<file path="config.mk">
export PLATFORM = sky130hd
export DESIGN_NAME = rtype_exec_unit
export DESIGN_NICKNAME = d
export VERILOG_FILES = /design/src/rtl/rtype_pkg.sv /design/src/rtl/rtype_exec_unit_alu32.sv /design/src/rtl/rtype_exec_unit.sv
export SDC_FILE = /design/constraint.sdc
export NUM_CORES = 1
export LEC_CHECK = 0
export BUFFER_PORTS_ARGS = -buffer_cell sky130_fd_sc_hd__buf_2
export CAP_MARGIN = 20
export CORE_MARGIN = 2
export CORE_UTILIZATION = 35
export CTS_CLUSTER_DIAMETER = 100
export DETAILED_ROUTE_END_ITERATION = 8
export SLEW_MARGIN = 10
export SYNTH_ARGS = -nofsm -noshare
export SYNTH_HDL_FRONTEND = slang
export SYNTH_HIERARCHICAL = 1
export SYNTH_SLANG_ARGS = --single-unit
</file>
<file path="constraint.sdc">
create_clock -name Clk -period 6.1 [get_ports Clk]
set_input_delay 0.915 -clock Clk [delete_from_list [all_inputs] [get_ports Clk]]
set_output_delay 0.915 -clock Clk [all_outputs]
set_load 0.01 [all_outputs]
</file>
<file path="src/rtl/rtype_pkg.sv">
// Shared definitions for the R-type execute/writeback sequencer:
// sequencer states, MIPS R-type opcode/funct codes and the overflow rule.
package rtype_pkg;

    typedef enum logic [1:0] {
        IDLE = 2'd0,
        READ = 2'd1,
        EXEC = 2'd2,
        WB   = 2'd3
    } state_t;

    localparam logic [5:0] OP_RTYPE = 6'h00;

    localparam logic [5:0] FN_SLL  = 6'h00;
    localparam logic [5:0] FN_SRL  = 6'h02;
    localparam logic [5:0] FN_SRA  = 6'h03;
    localparam logic [5:0] FN_ADD  = 6'h20;
    localparam logic [5:0] FN_ADDU = 6'h21;
    localparam logic [5:0] FN_SUB  = 6'h22;
    localparam logic [5:0] FN_SUBU = 6'h23;
    localparam logic [5:0] FN_AND  = 6'h24;
    localparam logic [5:0] FN_OR   = 6'h25;
    localparam logic [5:0] FN_XOR  = 6'h26;
    localparam logic [5:0] FN_NOR  = 6'h27;
    localparam logic [5:0] FN_SLT  = 6'h2A;
    localparam logic [5:0] FN_SLTU = 6'h2B;

    // For subtraction pass ~B as the second operand: A - B == A + ~B + 1.
    function automatic logic signedOverflow(input logic [31:0] a,
                                            input logic [31:0] b,
                                            input logic [31:0] sum);
        return (a[31] == b[31]) && (sum[31] != a[31]);
    endfunction

endpackage

</file>
<file path="src/rtl/rtype_exec_unit_alu32.sv">
// Purely combinational 32-bit R-type ALU; flags unknown funct codes as illegal
// and forces their result to zero.
module alu32
    import rtype_pkg::*;
#(
    parameter int DATA_W = 32
) (
    input  logic [DATA_W-1:0] i_A,
    input  logic [DATA_W-1:0] i_B,
    input  logic [4:0]        i_Shamt,
    input  logic [5:0]        i_Funct,
    output logic [DATA_W-1:0] o_Result,
    output logic              o_Overflow,
    output logic              o_Illegal
);

    logic [DATA_W-1:0] w_sum;
    logic [DATA_W-1:0] w_diff;

    assign w_sum  = i_A + i_B;
    assign w_diff = i_A - i_B;

    always_comb begin
        o_Result   = '0;
        o_Overflow = 1'b0;
        o_Illegal  = 1'b0;
        case (i_Funct)
            FN_ADD: begin
                o_Result   = w_sum;
                o_Overflow = signedOverflow(i_A, i_B, w_sum);
            end
            FN_ADDU: o_Result = w_sum;
            FN_SUB: begin
                o_Result   = w_diff;
                o_Overflow = signedOverflow(i_A, ~i_B, w_diff);
            end
            FN_SUBU: o_Result = w_diff;
            FN_AND:  o_Result = i_A & i_B;
            FN_OR:   o_Result = i_A | i_B;
            FN_XOR:  o_Result = i_A ^ i_B;
            FN_NOR:  o_Result = ~(i_A | i_B);
            FN_SLT:  o_Result = {{(DATA_W-1){1'b0}}, ($signed(i_A) < $signed(i_B))};
            FN_SLTU: o_Result = {{(DATA_W-1){1'b0}}, (i_A < i_B)};
            FN_SLL:  o_Result = i_B << i_Shamt;
            FN_SRL:  o_Result = i_B >> i_Shamt;
            FN_SRA:  o_Result = $unsigned($signed(i_B) >>> i_Shamt);
            default: o_Illegal = 1'b1;
        endcase
    end

endmodule

</file>
<file path="src/rtl/rtype_exec_unit.sv">
// Four-state execute/writeback sequencer for MIPS R-type instructions:
// fetch operands from the register file, run the ALU, issue one write.
module rtype_exec_unit
    import rtype_pkg::*;
#(
    parameter int DATA_W = 32,
    parameter int ADDR_W = 5
) (
    input  logic              Clk,
    input  logic              Reset,
    input  logic              Inst_Valid,
    input  logic [31:0]       Inst,
    output logic              Inst_Ready,
    output logic [ADDR_W-1:0] R_Addr_A,
    output logic [ADDR_W-1:0] R_Addr_B,
    input  logic [DATA_W-1:0] R_Data_A,
    input  logic [DATA_W-1:0] R_Data_B,
    output logic [ADDR_W-1:0] W_Addr,
    output logic [DATA_W-1:0] W_Data,
    output logic              Write_Reg,
    output logic              Done,
    output logic              ZF,
    output logic              OF,
    output logic              Illegal
);

    state_t            r_state;
    logic [31:0]       r_ir;
    logic [DATA_W-1:0] r_a;
    logic [DATA_W-1:0] r_b;
    logic [DATA_W-1:0] r_aluOut;
    logic              r_zf;
    logic              r_of;
    logic              r_illegal;
    logic              r_done;
    logic              r_writeReg;
    logic              r_instReady;

    logic [DATA_W-1:0] w_aluResult;
    logic              w_aluOverflow;
    logic              w_aluIllegal;
    logic              w_illegal;
    logic              w_overflow;
    logic [DATA_W-1:0] w_result;
    logic [ADDR_W-1:0] w_rd;

    alu32 #(.DATA_W(DATA_W)) u_alu (
        .i_A        (r_a),
        .i_B        (r_b),
        .i_Shamt    (r_ir[10:6]),
        .i_Funct    (r_ir[5:0]),
        .o_Result   (w_aluResult),
        .o_Overflow (w_aluOverflow),
        .o_Illegal  (w_aluIllegal)
    );

    // A non-zero opcode overrides whatever the ALU made of the funct field.
    assign w_illegal  = (r_ir[31:26] != OP_RTYPE) || w_aluIllegal;
    assign w_overflow = !w_illegal && w_aluOverflow;
    assign w_result   = w_illegal ? '0 : w_aluResult;
    assign w_rd       = r_ir[15:11];

    assign R_Addr_A   = r_ir[25:21];
    assign R_Addr_B   = r_ir[20:16];
    assign W_Addr     = w_rd;
    assign W_Data     = r_aluOut;
    assign Write_Reg  = r_writeReg;
    assign Done       = r_done;
    assign ZF         = r_zf;
    assign OF         = r_of;
    assign Illegal    = r_illegal;
    assign Inst_Ready = r_instReady;

    // The register file does not protect r0, so rd==0 must never be written.
    always_ff @(posedge Clk or posedge Reset) begin
        if (Reset) begin
            r_state     <= IDLE;
            r_ir        <= '0;
            r_a         <= '0;
            r_b         <= '0;
            r_aluOut    <= '0;
            r_zf        <= 1'b0;
            r_of        <= 1'b0;
            r_illegal   <= 1'b0;
            r_done      <= 1'b0;
            r_writeReg  <= 1'b0;
            r_instReady <= 1'b1;
        end else begin
            r_done     <= 1'b0;
            r_writeReg <= 1'b0;
            case (r_state)
                IDLE: begin
                    if (Inst_Valid) begin
                        r_ir        <= Inst;
                        r_instReady <= 1'b0;
                        r_state     <= READ;
                    end
                end
                READ: begin
                    r_a     <= R_Data_A;
                    r_b     <= R_Data_B;
                    r_state <= EXEC;
                end
                EXEC: begin
                    r_aluOut   <= w_result;
                    r_zf       <= (w_result == '0);
                    r_of       <= w_overflow;
                    r_illegal  <= w_illegal;
                    r_done     <= 1'b1;
                    r_writeReg <= !w_illegal && !w_overflow && (w_rd != '0);
                    r_state    <= WB;
                end
                WB: begin
                    r_instReady <= 1'b1;
                    r_state     <= IDLE;
                end
                default: r_state <= IDLE;
            endcase
        end
    end

endmodule

</file>
After elaboration in Yosys (flattened, before gate mapping)

Cells that the tools add are included.
Widths: inputs -> output; s select.

Bits of input ports: 99
Output and inout bits: 53
Register bits after elaboration: 136
Word-level logic and storage cells: 72

Eq/ne operators: 20
Order comparisons: 2
Shift-type cells: 3
Reductions and logical operators: 19
$add $sub $neg: 2
Bitwise logic cells: 5
Muxes and demuxes: 10

Operators with widths:

| cell               | count |
|---|---|
| $pmux 32 s11       | 1 |
| $lt 32x32->1       | 2 |
| $not 32->32        | 2 |
| $eq 6x6->1 const B | 10 |
| $add 32x32->32     | 1 |
| $and 32x32->32     | 1 |
| $logic_not 32->1   | 1 |
| $mux 32            | 1 |
| $or 32x32->32      | 1 |
| $shl 32x5->32      | 1 |
| $shr 32x5->32      | 1 |
| $sshr 32x5->32     | 1 |
| $sub 32x32->32     | 1 |
| $xor 32x32->32     | 1 |
| $reduce_or 13->1   | 1 |
| $eq 6x2->1 const B | 2 |
| $pmux 2 s4         | 1 |
| $logic_not 6->1    | 1 |
| $reduce_bool 6->1  | 1 |
| $logic_and 1x1->1  | 5 |
| $reduce_bool 5->1  | 1 |
| $eq 2x2->1 const B | 2 |
| $mux 1             | 4 |
| $pmux 1 s2         | 2 |
| 11 further kinds   | 16 |

Logic depth before layout (Yosys ltp)

Word-level depth: 10
Gate-level depth with buffers: 17
Mapped depth without buffers: 16

By module

Netlist, hierarchy kept.

By module, submodules not included:

| module          | cells an instance | seq. area each (µm²) | instances | area an instance (µm²) |
|---|---|---|---|---|
| alu32           | 1,361             | 0.0                  | 1         | 8,991.1 |
| rtype_exec_unit | 399               | 3,404.5              | 1         | 5,351.4 |

Least setup slack after synthesis

No wires, ideal clock.

Path type: flip-flop to flip-flop
Start: reg r_b[12]
End: reg r_zf (netlist: ZF)
Clock period less this slack: 3,358 ps
Path buffers: 2
Required time: 6,036 ps
Path slack: 2,742 ps
Data arrival time: 3,293 ps
Stages on the path, launching flop included: 18
Setup time: 64 ps
Path through: dfrtp_1 clkbuf_1 inv_1 ha_1 buf_2 inv_1 o31ai_1 a211oi_1 a211o_1 a41o_1 a221oi_1 mux2i_1 xnor2_1 o211ai_1 nor4_1 nand4_1 o21ai_0 o21a_1

Elaborated cells between the ends (all ways): 14
Those cells by class: add/sub (2); order compare (2); shift (3); mux (2); bitwise (4); reduce/logical (1)

RTL lines:

| what                                   | RTL line                    | text |
|---|---|---|
| start: declaration                     | rtype_exec_unit.sv:30       | `logic [DATA_W-1:0] r_b;` |
| start signal: assignment               | rtype_exec_unit.sv:101      | `r_b <= R_Data_B;` |
| $sub 32x32->32 (tied with other cells) | rtype_exec_unit_alu32.sv:21 | `assign w_diff = i_A - i_B;` |
| $pmux 32 s11 *                         | rtype_exec_unit_alu32.sv:27 | `case (i_Funct)` |
| named net w_aluResult[28]              | rtype_exec_unit.sv:39       | `logic [DATA_W-1:0] w_aluResult;` |
| $mux 32 *                              | rtype_exec_unit.sv:60       | `assign w_result = w_illegal ? '0 : w_aluResult;` |
| $logic_not 32->1 *                     | rtype_exec_unit.sv:106      | `r_zf <= (w_result == '0);` |
| end signal: assignment                 | rtype_exec_unit.sv:106      |  |
| end: declaration                       | rtype_exec_unit.sv:32       | `logic r_zf;` |

Mark *: on every way through the listed nets, which the timed path passes. The rest lies on a longest branch.
A chain may end at the register's enable or synchronous reset.

Worst setup path in the final report

Start: reg r_b[15]
End: reg r_zf (netlist: ZF)

The elaborated chain is that of the path after synthesis.

==> impl_metrics.json <==
{
  "outcome": "completed",
  "rsz0062_at_grt": "false",
  "cts.clk_slew.worst_paths_ns": 0.06,
  "clock_path_buffers": 2,
  "netlist_instances": 1760,
  "grtUsageTotal_pct": 27.13,
  "num_rows": 74,
  "finalClockSkew_ns": 0.01534,
  "clock-root-buffer": "clkbuf_16",
  "ys_seq_elements": 136,
  "fin_crit_sh_pct": 76.61,
  "relSlewSlack_pct": 25.53,
  "first_pass_iters": 6,
  "place.gp.congestion": 0.9927,
  "synth_top_area_cell": "dfrtp_1",
  "synth_top_cell_area_share_pct": 23.55,
  "setup_viol": 0,
  "post_drt_wl_per_cell_microns": 24.61,
  "num_vias": 14070,
  "startpoint_type": "flop",
  "clock_latency_ns": 0.47,
  "async_reset_ff_share_pct": 100.0,
  "clock-sinks": 136,
  "slew_violations": 0,
  "grt_pass1_wl_microns": 85170,
  "post-dp-hpwl_microns": 44940,
  "final_cell_area_sq_um": 15980,
  "remaining_drc_errors": 0,
  "drive_gt1_share_pct": 20.72,
  "final_nets": 2024,
  "area_growth_pct": 11.38,
  "routed_wl_microns": 58260,
  "end_kind": "flop",
  "ys_types": 83,
  "crit_arrival_ns": 5.07,
  "dp_cells": 2334,
  "syn_area_per_cell_sq_um": 8.149,
  "setup.worst_path.class": "reg2reg",
  "antenna_left": 0,
  "syn-num-nets": 1963,
  "grt.overflow.total": 0,
  "postCtsHoldBufs": 0,
  "cts_setup_buffers": 0,
  "grt_pass1_vias": 13070,
  "cts_tree": "done",
  "cts_htree_levels": 4,
  "synthTopCellsByCount": "o21ai_0 (178), nor2_1 (168), inv_1 (141), nand2_1 (139), dfrtp_1 (135)",
  "synth.cell_area_sq_um": 14340,
  "fill_cells": 4174,
  "yosysSeqAreaShare_pct": 23.74,
  "cts_made_buffers": 17,
  "synth_area_leaders": "dfrtp_1 (24%), ha_1 (8.9%), mux2_2 (8.2%)",
  "io-pin-count": 152,
  "setup-tns-final_ns": 0,
  "period_needed_ns": 4.673,
  "die-area_sq_um": 42610,
  "synth_flop_cell": "dfrtp_1",
  "final_cells": 2367,
  "worstPathMaxFanout": 12,
  "die_w_microns": 206.4,
  "cap_violations": 0,
  "hold_path_class": "reg2reg",
  "placed_area_sq_um": 15330,
  "tightest_slew_ns": 1.116,
  "grt_antenna_before_repair": 1,
  "core_sq_um": 40650,
  "synth_edf_count": 0,
  "fmax_mhz": 214.0,
  "vias_per_cell": 5.944,
  "start_util_pct": 35.29,
  "ys_warn_count": 6,
  "yosys.cell_count.top_type": "o21ai_0",
  "io_buffers": 151,
  "grt_max_degree": 87,
  "hold_violations": 0,
  "post_cts_resized": 0,
  "drtIter0Drc": 1678,
  "required_ns": 6.50,
  "dieHeight_microns": 206.4
}
-- cell type report --
| cell class | instances | area (sq um) | area share (%) |
|---|---|---|---|
| Multi-Input combinational cell | 1335 | 9693 | 60.68 |
| Sequential cell | 136 | 3417 | 21.39 |
| Timing Repair Buffer | 183 | 996.0 | 6.234 |
| Tap cell | 532 | 665.6 | 4.167 |
| Inverter | 148 | 560.5 | 3.509 |
| Clock buffer | 17 | 425.4 | 2.663 |
| Clock inverter | 15 | 215.2 | 1.347 |
| Antenna cell | 1 | 2.502 | 0.01566 |
-- logic make-up after synthesis --
family                     share of synthesized area, %
xor gates and xnor gates                          1.649
and+or+nand+nor                                   14.71
muxes                                             19.34
buffers and inverters                             8.715
adders and majority gates                         9.177
AOI/OAI and AO/OA                                 22.67
DFF                                               23.74
-- placed cells by master (no fill, tap or decap), types with 9 or more instances in the layout --
cell type | Yosys | final
a31oi_1 | 16 | 16
o211ai_1 | 22 | 22
mux2i_1 | 87 | 87
nand2b_1 | 19 | 19
nor2b_1 | 10 | 10
or3_1 | 10 | 10
a21oi_1 | 126 | 126
nand2_1 | 139 | 139
inv_1 | 141 | 140
a221oi_1 | 9 | 9
dfrtp_1 | 135 | 129
o21ai_1 | 16 | 16
o21ai_0 | 178 | 178
xnor2_1 | 26 | 26
mux2_2 | 105 | 105
ha_1 | 102 | 101
o22ai_1 | 12 | 12
mux4_2 | 32 | 32
nor3_1 | 30 | 30
clkbuf_16 | 0 | 17
a211oi_1 | 26 | 26
a211o_1 | 11 | 11
nor4_1 | 21 | 21
o221ai_1 | 9 | 9
nor2_1 | 168 | 167
buf_2 | 51 | 151
nand3_1 | 25 | 25
buf_4 | 17 | 32
-- metal layers --
layer / track usage, % / wire length, microns
met1: 38.29 / 26360
met2: 41.65 / 25790
met3: 4.573 / 4336
met4: 9.337 / 1774
met5: 0 / 0
-- state kept, by name (all words and copies together), names as in the netlist --
| signal | count |
|---|---|
| r_state | 2 |
| Inst_Ready | 1 |
| OF | 1 |
| ZF | 1 |
| r_ir | 32 |
| Write_Reg | 1 |
| Done | 1 |
| Illegal | 1 |
| r_a | 32 |
| r_b | 32 |
| W_Data | 32 |
-- final timing paths --
kind,startpoint,to,slack (ns),cells past startpoint
worst max-delay path,r_b[15]$_DFFE_PP0N_,ZF$_DFFE_PP0P_,1.43,15
worst min-delay path,Illegal$_DFFE_PP0P_,Illegal$_DFFE_PP0P_,0.49,2
worst max register to register,r_b[15]$_DFFE_PP0N_,ZF$_DFFE_PP0P_,1.43,15
worst min register to register,Illegal$_DFFE_PP0P_,Illegal$_DFFE_PP0P_,0.49,2
max in group asynchronous,Reset,r_ir[7]$_DFFE_PP0P_,4.27,3
min in group asynchronous,Reset,r_ir[0]$_DFFE_PP0P_,0.57,2
-- worst max-delay path: stages (launching register included) --
cell	delay (ns)
dfrtp_1	0.67
inv_1	0.13
ha_1	0.46
or3_1	0.50
a211oi_1	0.45
nand3_1	0.17
a21oi_1	0.24
nor3_1	0.15
o311ai_1	0.31
nand3_1	0.14
xnor2_1	0.23
o2111ai_1	0.28
nor4_1	0.45
nand4_1	0.13
o21ai_0	0.16
o21a_1	0.14
-- per-stage QoR --
step / util (%) / setup slack, ns / hold slack, ns
3_5_place_dp: 37.72 / 1.550 / 0.4816
2_1_floorplan: - / 1.547 / 0.4723
3_3_place_gp: 37.72 / 1.367 / 0.4719
5_1_grt: 39.30 / 1.055 / 0.5251
4_1_cts: 39.30 / 1.499 / 0.4970
6_report: 39.30 / 1.427 / 0.4933
Power is left out: the tool's default activity adds up to more than one toggle a clock period on the data nets, which glitch-free logic cannot reach.
